--- config.mk ---
export PLATFORM = sky130hd
export DESIGN_NAME = ysyx_23060111_core_ctrl_flat
export DESIGN_NICKNAME = d
export VERILOG_FILES = /design/src/rtl/ysyx_23060111_pkg.sv /design/src/rtl/ysyx_23060111_core_ctrl_if.sv /design/src/rtl/ysyx_23060111_lane_align.sv /design/src/rtl/ysyx_23060111_core_ctrl.sv /design/src/flat_wrapper.sv
export SDC_FILE = /design/constraint.sdc
export NUM_CORES = 1
export LEC_CHECK = 0
export ABC_AREA = 1
export CAP_MARGIN = 25
export CORE_AREA = 3 3 155 157
export CTS_CLUSTER_DIAMETER = 30
export CTS_CLUSTER_SIZE = 8
export DETAILED_ROUTE_END_ITERATION = 10
export DIE_AREA = 0 0 158 160
export GPL_TIMING_DRIVEN = 1
export HOLD_SLACK_MARGIN = 0.03
export PLACE_DENSITY = 0.71
export SYNTH_ARGS = -nofsm -noshare
export SYNTH_HDL_FRONTEND = slang
export SYNTH_SLANG_ARGS = --single-unit
--- constraint.sdc ---
create_clock -name clk -period 1.8 [get_ports clk]
set_clock_uncertainty 0.05 [all_clocks]
set_input_delay 0.18 -clock clk [delete_from_list [all_inputs] [get_ports clk]]
set_output_delay 0.18 -clock clk [all_outputs]
set_load 0.01 [all_outputs]
--- src/rtl/ysyx_23060111_pkg.sv ---
// Shared types and constants for the ysyx_23060111 core sequencer.
// Macro YSYX_23060111_MISALIGN_TRAP_EN adds the HALT state for misaligned-access trapping.
package ysyx_23060111_pkg;

    localparam logic [31:0] RESET_PC_DEFAULT = 32'h8000_0000;
    localparam logic [31:0] NOP              = 32'h0000_0013;

    localparam logic [2:0] SZ_B = 3'd1;
    localparam logic [2:0] SZ_H = 3'd2;
    localparam logic [2:0] SZ_W = 3'd4;

    typedef enum logic [2:0] {
        ST_FETCH,
        ST_IWAIT,
        ST_EXEC,
        ST_DREQ,
        ST_DWAIT,
        ST_COMMIT
`ifdef YSYX_23060111_MISALIGN_TRAP_EN
        , ST_HALT
`endif
    } state_t;

    // Any byte count other than 1 or 2 is treated as a full word.
    function automatic logic [2:0] size_enc(input logic [31:0] wmask);
        if (wmask == 32'd1)      return SZ_B;
        else if (wmask == 32'd2) return SZ_H;
        else                     return SZ_W;
    endfunction

    function automatic logic misaligned(input logic [31:0] addr, input logic [2:0] size);
        return ((size == SZ_H) && addr[0]) || ((size == SZ_W) && (addr[1:0] != 2'b00));
    endfunction

endpackage

--- src/rtl/ysyx_23060111_core_ctrl_if.sv ---
// Shared valid/ready memory port: one request channel, one response pulse.
interface ysyx_23060111_core_ctrl_if;

    logic        mem_req_valid;
    logic        mem_req_ready;
    logic [31:0] mem_req_addr;
    logic        mem_req_wen;
    logic [31:0] mem_req_wdata;
    logic [3:0]  mem_req_wstrb;
    logic        mem_resp_valid;
    logic [31:0] mem_resp_rdata;

    modport master (
        output mem_req_valid, mem_req_addr, mem_req_wen, mem_req_wdata, mem_req_wstrb,
        input  mem_req_ready, mem_resp_valid, mem_resp_rdata
    );

    modport slave (
        input  mem_req_valid, mem_req_addr, mem_req_wen, mem_req_wdata, mem_req_wstrb,
        output mem_req_ready, mem_resp_valid, mem_resp_rdata
    );

endinterface

--- src/rtl/ysyx_23060111_lane_align.sv ---
// Byte-lane alignment between right-aligned ALU data and the word-wide memory bus.
module ysyx_23060111_lane_align
    import ysyx_23060111_pkg::*;
(
    input  logic [1:0]  off,
    input  logic [2:0]  size,
    input  logic [31:0] st_data,
    output logic [31:0] st_lane,
    output logic [3:0]  st_strb,
    input  logic [31:0] ld_word,
    output logic [31:0] ld_data
);

    logic [3:0] base_strb;

    // Shift store data/strobes up to the byte offset, load data down from it.
    always_comb begin
        base_strb = (size == SZ_B) ? 4'b0001 :
                    (size == SZ_H) ? 4'b0011 : 4'b1111;
        st_strb   = base_strb << off;
        st_lane   = st_data << {off, 3'b000};
        ld_data   = ld_word >> {off, 3'b000};
    end

endmodule

--- src/rtl/ysyx_23060111_core_ctrl.sv ---
// Multi-cycle fetch / execute / memory / commit sequencer over one shared memory port.
// Macro YSYX_23060111_MISALIGN_TRAP_EN enables the sticky misalignment halt.
module ysyx_23060111_core_ctrl
    import ysyx_23060111_pkg::*;
#(
    parameter logic [31:0] RESET_PC = RESET_PC_DEFAULT
) (
    input  logic                       clk,
    input  logic                       rst,
    ysyx_23060111_core_ctrl_if.master  mem,
    output logic [31:0]                pc,
    output logic [31:0]                snpc,
    output logic [31:0]                inst,
    input  logic                       alu_m_ren,
    input  logic [31:0]                alu_m_raddr,
    input  logic                       alu_m_wen,
    input  logic [31:0]                alu_m_waddr,
    input  logic [31:0]                alu_m_wdata,
    input  logic [31:0]                alu_m_wmask,
    output logic [31:0]                alu_m_rdata,
    input  logic                       alu_wen,
    input  logic [31:0]                alu_dnpc,
    output logic                       rf_wen,
    output logic                       commit,
    output logic                       halt
);

    state_t      state, state_nxt;
    logic [31:0] pc_q, inst_q, ld_q;
    logic [31:0] m_addr_q, m_wdata_q;
    logic        m_store_q;
    logic [2:0]  m_size_q;

    logic        acc;
    logic [31:0] acc_addr;
    logic [31:0] st_lane, ld_shifted;
    logic [3:0]  st_strb;

    assign acc      = alu_m_ren | alu_m_wen;
    assign acc_addr = alu_m_ren ? alu_m_raddr : alu_m_waddr;

`ifdef YSYX_23060111_MISALIGN_TRAP_EN
    logic trap;
    logic halt_q;
    assign trap = (acc && misaligned(acc_addr, size_enc(alu_m_wmask))) || (alu_dnpc[1:0] != 2'b00);
    assign halt = halt_q;
`else
    assign halt = 1'b0;
`endif

    ysyx_23060111_lane_align u_lane (
        .off     (m_addr_q[1:0]),
        .size    (m_size_q),
        .st_data (m_wdata_q),
        .st_lane (st_lane),
        .st_strb (st_strb),
        .ld_word (mem.mem_resp_rdata),
        .ld_data (ld_shifted)
    );

    // State register.
    always_ff @(posedge clk) begin
        if (rst) state <= ST_FETCH;
        else     state <= state_nxt;
    end

    // Next-state decode and memory-port / commit outputs.
    always_comb begin
        state_nxt         = state;
        mem.mem_req_valid = 1'b0;
        mem.mem_req_addr  = {m_addr_q[31:2], 2'b00};
        mem.mem_req_wen   = 1'b0;
        mem.mem_req_wdata = '0;
        mem.mem_req_wstrb = '0;
        rf_wen            = 1'b0;
        commit            = 1'b0;
        case (state)
            ST_FETCH: begin
                mem.mem_req_valid = ~rst;
                mem.mem_req_addr  = pc_q;
                if (mem.mem_req_ready) state_nxt = ST_IWAIT;
            end
            ST_IWAIT: if (mem.mem_resp_valid) state_nxt = ST_EXEC;
            ST_EXEC: begin
`ifdef YSYX_23060111_MISALIGN_TRAP_EN
                if (trap)     state_nxt = ST_HALT;
                else
`endif
                if (acc)      state_nxt = ST_DREQ;
                else          state_nxt = ST_COMMIT;
            end
            ST_DREQ: begin
                mem.mem_req_valid = ~rst;
                mem.mem_req_wen   = m_store_q;
                mem.mem_req_wdata = m_store_q ? st_lane : '0;
                mem.mem_req_wstrb = m_store_q ? st_strb : '0;
                if (mem.mem_req_ready) state_nxt = ST_DWAIT;
            end
            ST_DWAIT: if (mem.mem_resp_valid) state_nxt = ST_COMMIT;
            ST_COMMIT: begin
                rf_wen    = alu_wen;
                commit    = 1'b1;
                state_nxt = ST_FETCH;
            end
            default: state_nxt = state;
        endcase
    end

    // Datapath registers: PC, instruction, latched memory request, load data.
    always_ff @(posedge clk) begin
        if (rst) begin
            pc_q      <= RESET_PC;
            inst_q    <= '0;
            ld_q      <= '0;
            m_addr_q  <= '0;
            m_wdata_q <= '0;
            m_store_q <= 1'b0;
            m_size_q  <= '0;
`ifdef YSYX_23060111_MISALIGN_TRAP_EN
            halt_q    <= 1'b0;
`endif
        end else begin
            case (state)
                ST_IWAIT: if (mem.mem_resp_valid) inst_q <= mem.mem_resp_rdata;
                ST_EXEC: begin
                    if (acc) begin
                        m_addr_q  <= acc_addr;
                        m_store_q <= ~alu_m_ren;
                        m_wdata_q <= alu_m_wdata;
                        m_size_q  <= size_enc(alu_m_wmask);
                    end
`ifdef YSYX_23060111_MISALIGN_TRAP_EN
                    if (trap) halt_q <= 1'b1;
`endif
                end
                ST_DWAIT:  if (mem.mem_resp_valid && !m_store_q) ld_q <= ld_shifted;
                ST_COMMIT: pc_q <= alu_dnpc;
                default: ;
            endcase
        end
    end

    assign pc          = pc_q;
    assign snpc        = pc_q + 32'd4;
    assign inst        = inst_q;
    assign alu_m_rdata = ld_q;

endmodule

--- src/flat_wrapper.sv ---
// flat-port wrapper written by rule: the top's interface ports become plain ports
module ysyx_23060111_core_ctrl_flat import ysyx_23060111_pkg::*;
#(
    parameter logic [31:0] RESET_PC = RESET_PC_DEFAULT
)
  (clk, rst, pc, snpc, inst, alu_m_ren, alu_m_raddr, alu_m_wen, alu_m_waddr, alu_m_wdata, alu_m_wmask, alu_m_rdata, alu_wen, alu_dnpc, rf_wen, commit, halt, mem_mem_req_valid, mem_mem_req_addr, mem_mem_req_wen, mem_mem_req_wdata, mem_mem_req_wstrb, mem_mem_req_ready, mem_mem_resp_valid, mem_mem_resp_rdata);
  ysyx_23060111_core_ctrl_if mem_i ();
  input  logic clk;
  input  logic rst;
  output logic [31:0] pc;
  output logic [31:0] snpc;
  output logic [31:0] inst;
  input  logic alu_m_ren;
  input  logic [31:0] alu_m_raddr;
  input  logic alu_m_wen;
  input  logic [31:0] alu_m_waddr;
  input  logic [31:0] alu_m_wdata;
  input  logic [31:0] alu_m_wmask;
  output logic [31:0] alu_m_rdata;
  input  logic alu_wen;
  input  logic [31:0] alu_dnpc;
  output logic rf_wen;
  output logic commit;
  output logic halt;
  output wire logic [$bits(mem_i.mem_req_valid)-1:0] mem_mem_req_valid;
  output wire logic [$bits(mem_i.mem_req_addr)-1:0] mem_mem_req_addr;
  output wire logic [$bits(mem_i.mem_req_wen)-1:0] mem_mem_req_wen;
  output wire logic [$bits(mem_i.mem_req_wdata)-1:0] mem_mem_req_wdata;
  output wire logic [$bits(mem_i.mem_req_wstrb)-1:0] mem_mem_req_wstrb;
  input wire logic [$bits(mem_i.mem_req_ready)-1:0] mem_mem_req_ready;
  input wire logic [$bits(mem_i.mem_resp_valid)-1:0] mem_mem_resp_valid;
  input wire logic [$bits(mem_i.mem_resp_rdata)-1:0] mem_mem_resp_rdata;
  assign mem_mem_req_valid = mem_i.mem_req_valid;
  assign mem_mem_req_addr = mem_i.mem_req_addr;
  assign mem_mem_req_wen = mem_i.mem_req_wen;
  assign mem_mem_req_wdata = mem_i.mem_req_wdata;
  assign mem_mem_req_wstrb = mem_i.mem_req_wstrb;
  assign mem_i.mem_req_ready = mem_mem_req_ready;
  assign mem_i.mem_resp_valid = mem_mem_resp_valid;
  assign mem_i.mem_resp_rdata = mem_mem_resp_rdata;
  ysyx_23060111_core_ctrl #(.RESET_PC(RESET_PC)) u_core (.clk(clk), .rst(rst), .mem(mem_i), .pc(pc), .snpc(snpc), .inst(inst), .alu_m_ren(alu_m_ren), .alu_m_raddr(alu_m_raddr), .alu_m_wen(alu_m_wen), .alu_m_waddr(alu_m_waddr), .alu_m_wdata(alu_m_wdata), .alu_m_wmask(alu_m_wmask), .alu_m_rdata(alu_m_rdata), .alu_wen(alu_wen), .alu_dnpc(alu_dnpc), .rf_wen(rf_wen), .commit(commit), .halt(halt));
endmodule
Word level (Yosys, flattened, before mapping)
Cells that the tools add are included.
W data, S select, Z words.
{"block": "totals", "latch_bits": 0, "mem_count": 0, "mem_bits_ro": 0, "ramBits": 0, "out_inout_bits": 201, "reg_bits": 167, "wordCells": 57, "inputBits": 199}
{"block": "classes", "n_mul": 0, "n_div": 0, "mux": 20, "magnitude_cmp": 0, "shifts": 3, "eq_ne": 13, "n_addsub": 1, "n_reduce_logical": 9, "bitwise_logic": 3}
{"operator": "$mux W32", "n": 4}
{"operator": "$add A32 B3 Y32 const B", "n": 1}
{"operator": "$eq A32 B1 Y1 const B", "n": 1}
{"operator": "$eq A32 B2 Y1 const B", "n": 1}
{"operator": "$shl A32 B5 Y32", "n": 1}
{"operator": "$shr A32 B5 Y32", "n": 1}
{"operator": "$mux W3", "n": 7}
{"operator": "$pmux W3 S6", "n": 1}
{"operator": "$mux W4", "n": 4}
{"operator": "$eq A3 B2 Y1 const B", "n": 3}
{"operator": "$ne A2 B2 Y1 const B", "n": 4}
{"operator": "$eq A3 B1 Y1 const B", "n": 2}
{"operator": "$eq A3 B3 Y1 const B", "n": 2}
{"operator": "$reduce_and A2 Y1", "n": 3}
{"operator": "$reduce_bool A6 Y1", "n": 1}
{"operator": "$reduce_and A5 Y1", "n": 1}
{"operator": "$mux W1", "n": 4}
{"operator": "$shl A4 B2 Y4", "n": 1}
{"operator": "$logic_not A3 Y1", "n": 1}
{"operator": "$not A1 Y1", "n": 2}
{"operator": "$reduce_or A2 Y1", "n": 1}
{"operator": "$logic_and A1 B1 Y1", "n": 1}
{"operator": "$logic_not A1 Y1", "n": 1}
{"operator": "$or A1 B1 Y1", "n": 1}

Logic depth before layout (Yosys ltp)
{"block": "depth", "ltp_word": 6, "ltp_mapped": 9, "mapped_depth_nobuf": 9}

Modules after synthesis
Synthesis repeated with hierarchy kept, for this count alone.
{"block": "unflattened", "hier_cells": 1386, "area_unflattened_um2": 8827.2}
{"mod": "ysyx_23060111_core_ctrl", "n_inst": 1, "area_per_inst_um2": 7678.6, "seq_area_each_um2": 3343.2, "cells_per_inst": 1139}
{"mod": "ysyx_23060111_lane_align", "n_inst": 1, "area_per_inst_um2": 1148.6, "seq_area_each_um2": 0.0, "cells_per_inst": 247}

Worst setup path after synthesis
No wires, ideal clock.
{"block": "synth_timing", "kind": "register -> output", "from": "reg u_core.pc_q[3] (netlist: u_core.pc[3])", "to": "out snpc[18]", "stages_incl_launch_ff": 7, "slack_ps": 115, "t_arrival_ps": 1455, "required_ps": 1570, "path_buffers": 0, "path_cell_list": "dfxtp_1 > ha_1 > nand3_1 > nor3_1 > nand2_1 > nor2_1 > xor2_1"}
{"block": "synth_between", "elab_chain_cells": 1}
{"element": "start: declaration", "line_no": "ysyx_23060111_core_ctrl.sv:29", "rtl": "logic [31:0] pc_q, inst_q, ld_q;"}
{"element": "start signal: assignment", "line_no": "ysyx_23060111_core_ctrl.sv:137", "rtl": "ST_COMMIT: pc_q <= alu_dnpc;"}
{"element": "$add A32 B3 Y32", "line_no": "ysyx_23060111_core_ctrl.sv:144", "rtl": "assign snpc = pc_q + 32'd4;"}
{"element": "end: declaration", "line_no": "flat_wrapper.sv:11", "rtl": "output logic [31:0] snpc;"}
No other way between the ends.

Final worst setup path
{"block": "layout_timing", "from": "reg u_core.pc_q[6] (netlist: u_core.pc[6])", "to": "out snpc[22]"}
Same word-level chain as after synthesis.

==> results.tsv <==
metric	value	unit
netlist_instances	1265	
fmax	439	MHz
synth_seq_cells	167	
reg2reg_to	u_core.pc[14]$_SDFFE_PP0P_	
placed_area	13600	sq um
irDropWorstVdd	0.000573	V
hold-path-cell-count	3	
pre_cts_ws	-461	ps
num-fill-cells	1802	
io_buffers	398	
synth.distinct_cells	36	
endpoint_kind	output port	
drive_gt1_share	29.3	%
holdPathEnd	u_core.m_store_q$_SDFFE_PP0P_	
areaGrowthSynthToFinish	84.9	%
grt_pass1_wl	58000	um
syn_area	8480	sq um
n_antenna_cell	0	
rsz0062_at_grt	yes	
avgSynthCellArea	6.70	sq um
fin_util	69.2	%
drt_first_iter_violations	854	
cts_tree	built	
antenna_left	0	
violations	setup timing	
viasPerCell	5.27	
hold_viol	0	
min_from	alu_m_ren	
crit_required	1570	ps
die_x	158	um
arrival	2050	ps
setup_viol	89	
layout_min_cycle_time	2280	ps
grt_pass1_vias	10704	
fin_nets	1997	
dp_hpwl	27600	um
p_leak	6.89	nW
grt_max_degree	66	
rr_worst_depth	8	
wirelength	40500	um
grt_overflow	0	
slew_violations	0	
relSlewSlack	64.3	%
ys_async_sr_fraction	0	%
synth_fp_nets	1465	
status	complete, but fails checks	
antenna_found_initial	2	
yosysSeqAreaShare	39.4	%
clock_latency	420	ps
critPathLaunchType	flip-flop	
path_class	flip-flop to output port	
synthFlopType	dfxtp_1	
synth_edf_count	0	
cts_hold_buf	0	
root_buffer	clkbuf_16	
cts_made_buffers	17	
cts.sinks	167	
setup_ws	-478	ps
stdcell_area	15700	sq um
tns	-21010	ps
vias	11032	
maxCapViolCount	0	
min_path_type	input pin to flip-flop	
coreArea	22600	sq um
tightest_slew	530	ps
place_congestion	0.954	
reg2reg_from	u_core.state[0]$_SDFFE_PP0P_	
track_usage	29.2	%
cp_max_fo	3	
cts_buffer_depth	2	
clkTransAtPathRegs	80	ps
pin_count	400	
wl_per_cell	19.3	um
power.density	1130	nW/um^2
die_area	25300	sq um
fin_crit_sh	127	%
hold_slack	242	ps
dr.pass1.iters	9	
htree_levels	4	
rrSetupSlack	10	ps
initial_core_util	37.4	%
ys.warnings.count	0	
rows	55	
dieHeight	160	um
drc_errors	0	
==> cell families (layout without fill, tap and decap cells) <==
group / after synthesis / after routing / synth area share (%)
simple gates: 456 / 456 / 22.3
compound gates: 391 / 391 / 24.1
buf+inv: 220 / 765 / 10.9
flops: 167 / 167 / 39.4
xor+xnor: 22 / 22 / 2.27
mux: 7 / 7 / 0.827
fa+ha+maj: 1 / 1 / 0.148
other cells: 1 / 1 / 0.0442
==> placed cells by master, fill, tap and decap left out, types with 3 or more instances in the layout <==
master	Yosys	final
a21oi_1	141	140
a31oi_1	16	13
buf_12	0	23
buf_2	22	67
buf_4	10	138
buf_6	4	71
clkbuf_16	0	18
clkdlybuf4s50_1	0	290
clkinv_4	0	4
clkinvlp_4	0	3
dfxtp_1	167	148
dfxtp_2	0	15
dfxtp_4	0	4
dlymetal6s2s_1	0	5
inv_1	123	114
inv_2	10	11
inv_4	0	4
inv_6	0	3
inv_8	0	6
mux2i_1	7	7
nand2_1	185	135
nand2_2	4	35
nand2_4	2	20
nand3_1	27	23
nand3_2	2	3
nand3_4	0	3
nand4_1	16	16
nor2_1	199	169
nor2_2	2	12
nor2_4	4	24
nor3_2	0	4
nor3_4	1	7
o211a_1	8	8
o21ai_0	208	176
o21ai_1	5	11
o21ai_2	0	17
o21ai_4	0	9
o22ai_2	0	5
xor2_1	22	14
xor2_2	0	6
==> metal layers <==
metal	GRT usage [%]	vias up	part of all wire, %
met2	50.1	601	49
li1	-	5200	-
met4	14.9	4	5.6
met3	6.72	162	9.4
met1	33.6	5065	36
met5	0	-	0.067
==> power by group <==
group	total [mW]	internal (mW)	switching, mW
logic	8.70	4.22	4.48
clock network	3.78	2.00	1.78
registers	5.20	4.59	0.611
total	17.7	10.8	6.87
==> metrics by stage <==
stage,std cells,power (mW)
final,2095,17.7
after global routing,2095,18.6
after CTS,2074,16.8
after detailed placement,2004,11.9
after floorplan,1265,8.09
after global placement,2004,11.8
==> Yosys cell counts, drive strengths merged, types with 7 or more instances <==
cell type / n / area, sq um
o21ai: 213 / 1070
nor2: 205 / 805
nand2: 191 / 742
dfxtp: 167 / 3340
a21oi: 141 / 706
inv: 133 / 499
clkbuf: 49 / 185
buf: 38 / 238
nand3: 29 / 155
xor2: 22 / 193
a31oi: 16 / 100
nand4: 16 / 100
nor3: 12 / 71.3
o211a: 8 / 80.1
o22ai: 8 / 50.1
mux2i: 7 / 70.1
==> worst max-delay path, cell delays in order, from the launching register on <==
cell and delay, ps:
dfxtp_2 390, nand2_4 100, nor3_2 240, nand3_2 150, nor2_4 160, buf_4 140, inv_1 50, nor2_2 100
nand2_1 50, nand2_1 80, buf_2 150
==> final cells by class <==
cell class	count	area (sq um)	area share, %
sequential	167	3380	21.6
multi-input combinational	878	5100	32.6
inverter	133	529	3.38
clock buffer	17	425	2.71
timing repair buffer	600	5700	36.4
clock inverter	15	179	1.14
tap	285	357	2.28
==> worst max-delay path by stage <==
stage / startpoint / to / slack (ps) / depth (start not counted)
2_1_floorplan: u_core.pc[3]$_SDFFE_PP0P_ / snpc[18] / 120 / 6
3_3_place_gp: u_core.pc[2]$_SDFFE_PP0P_ / snpc[18] / -430 / 7
3_5_place_dp: u_core.pc[2]$_SDFFE_PP0P_ / snpc[18] / -460 / 7
4_1_cts: u_core.pc[8]$_SDFFE_PP0P_ / snpc[24] / -390 / 7
5_1_grt: u_core.pc[6]$_SDFFE_PP0P_ / snpc[22] / -550 / 10
6_report: u_core.pc[6]$_SDFFE_PP0P_ / snpc[22] / -480 / 10
==> registers in the layout (all words and copies together), names as in the netlist <==
register and cells:
u_core.alu_m_rdata 32, u_core.m_wdata_q 32, u_core.m_size_q 3, u_core.pc 32
u_core.m_store_q 1, u_core.inst 32, u_core.m_addr_q 32, u_core.state 3
==> repair_timing <==
item | 4_1_cts | 5_1_grt
buffers inserted | 36 | 30
gates cloned | 4 | 1
setup endpoints to repair | 102 | 117
gates resized for setup | 653 | 146
pin swaps | 28 | 31
hold endpoints to repair | 0 | 0
No activity file was read; power rests on OpenSTA's default activity.
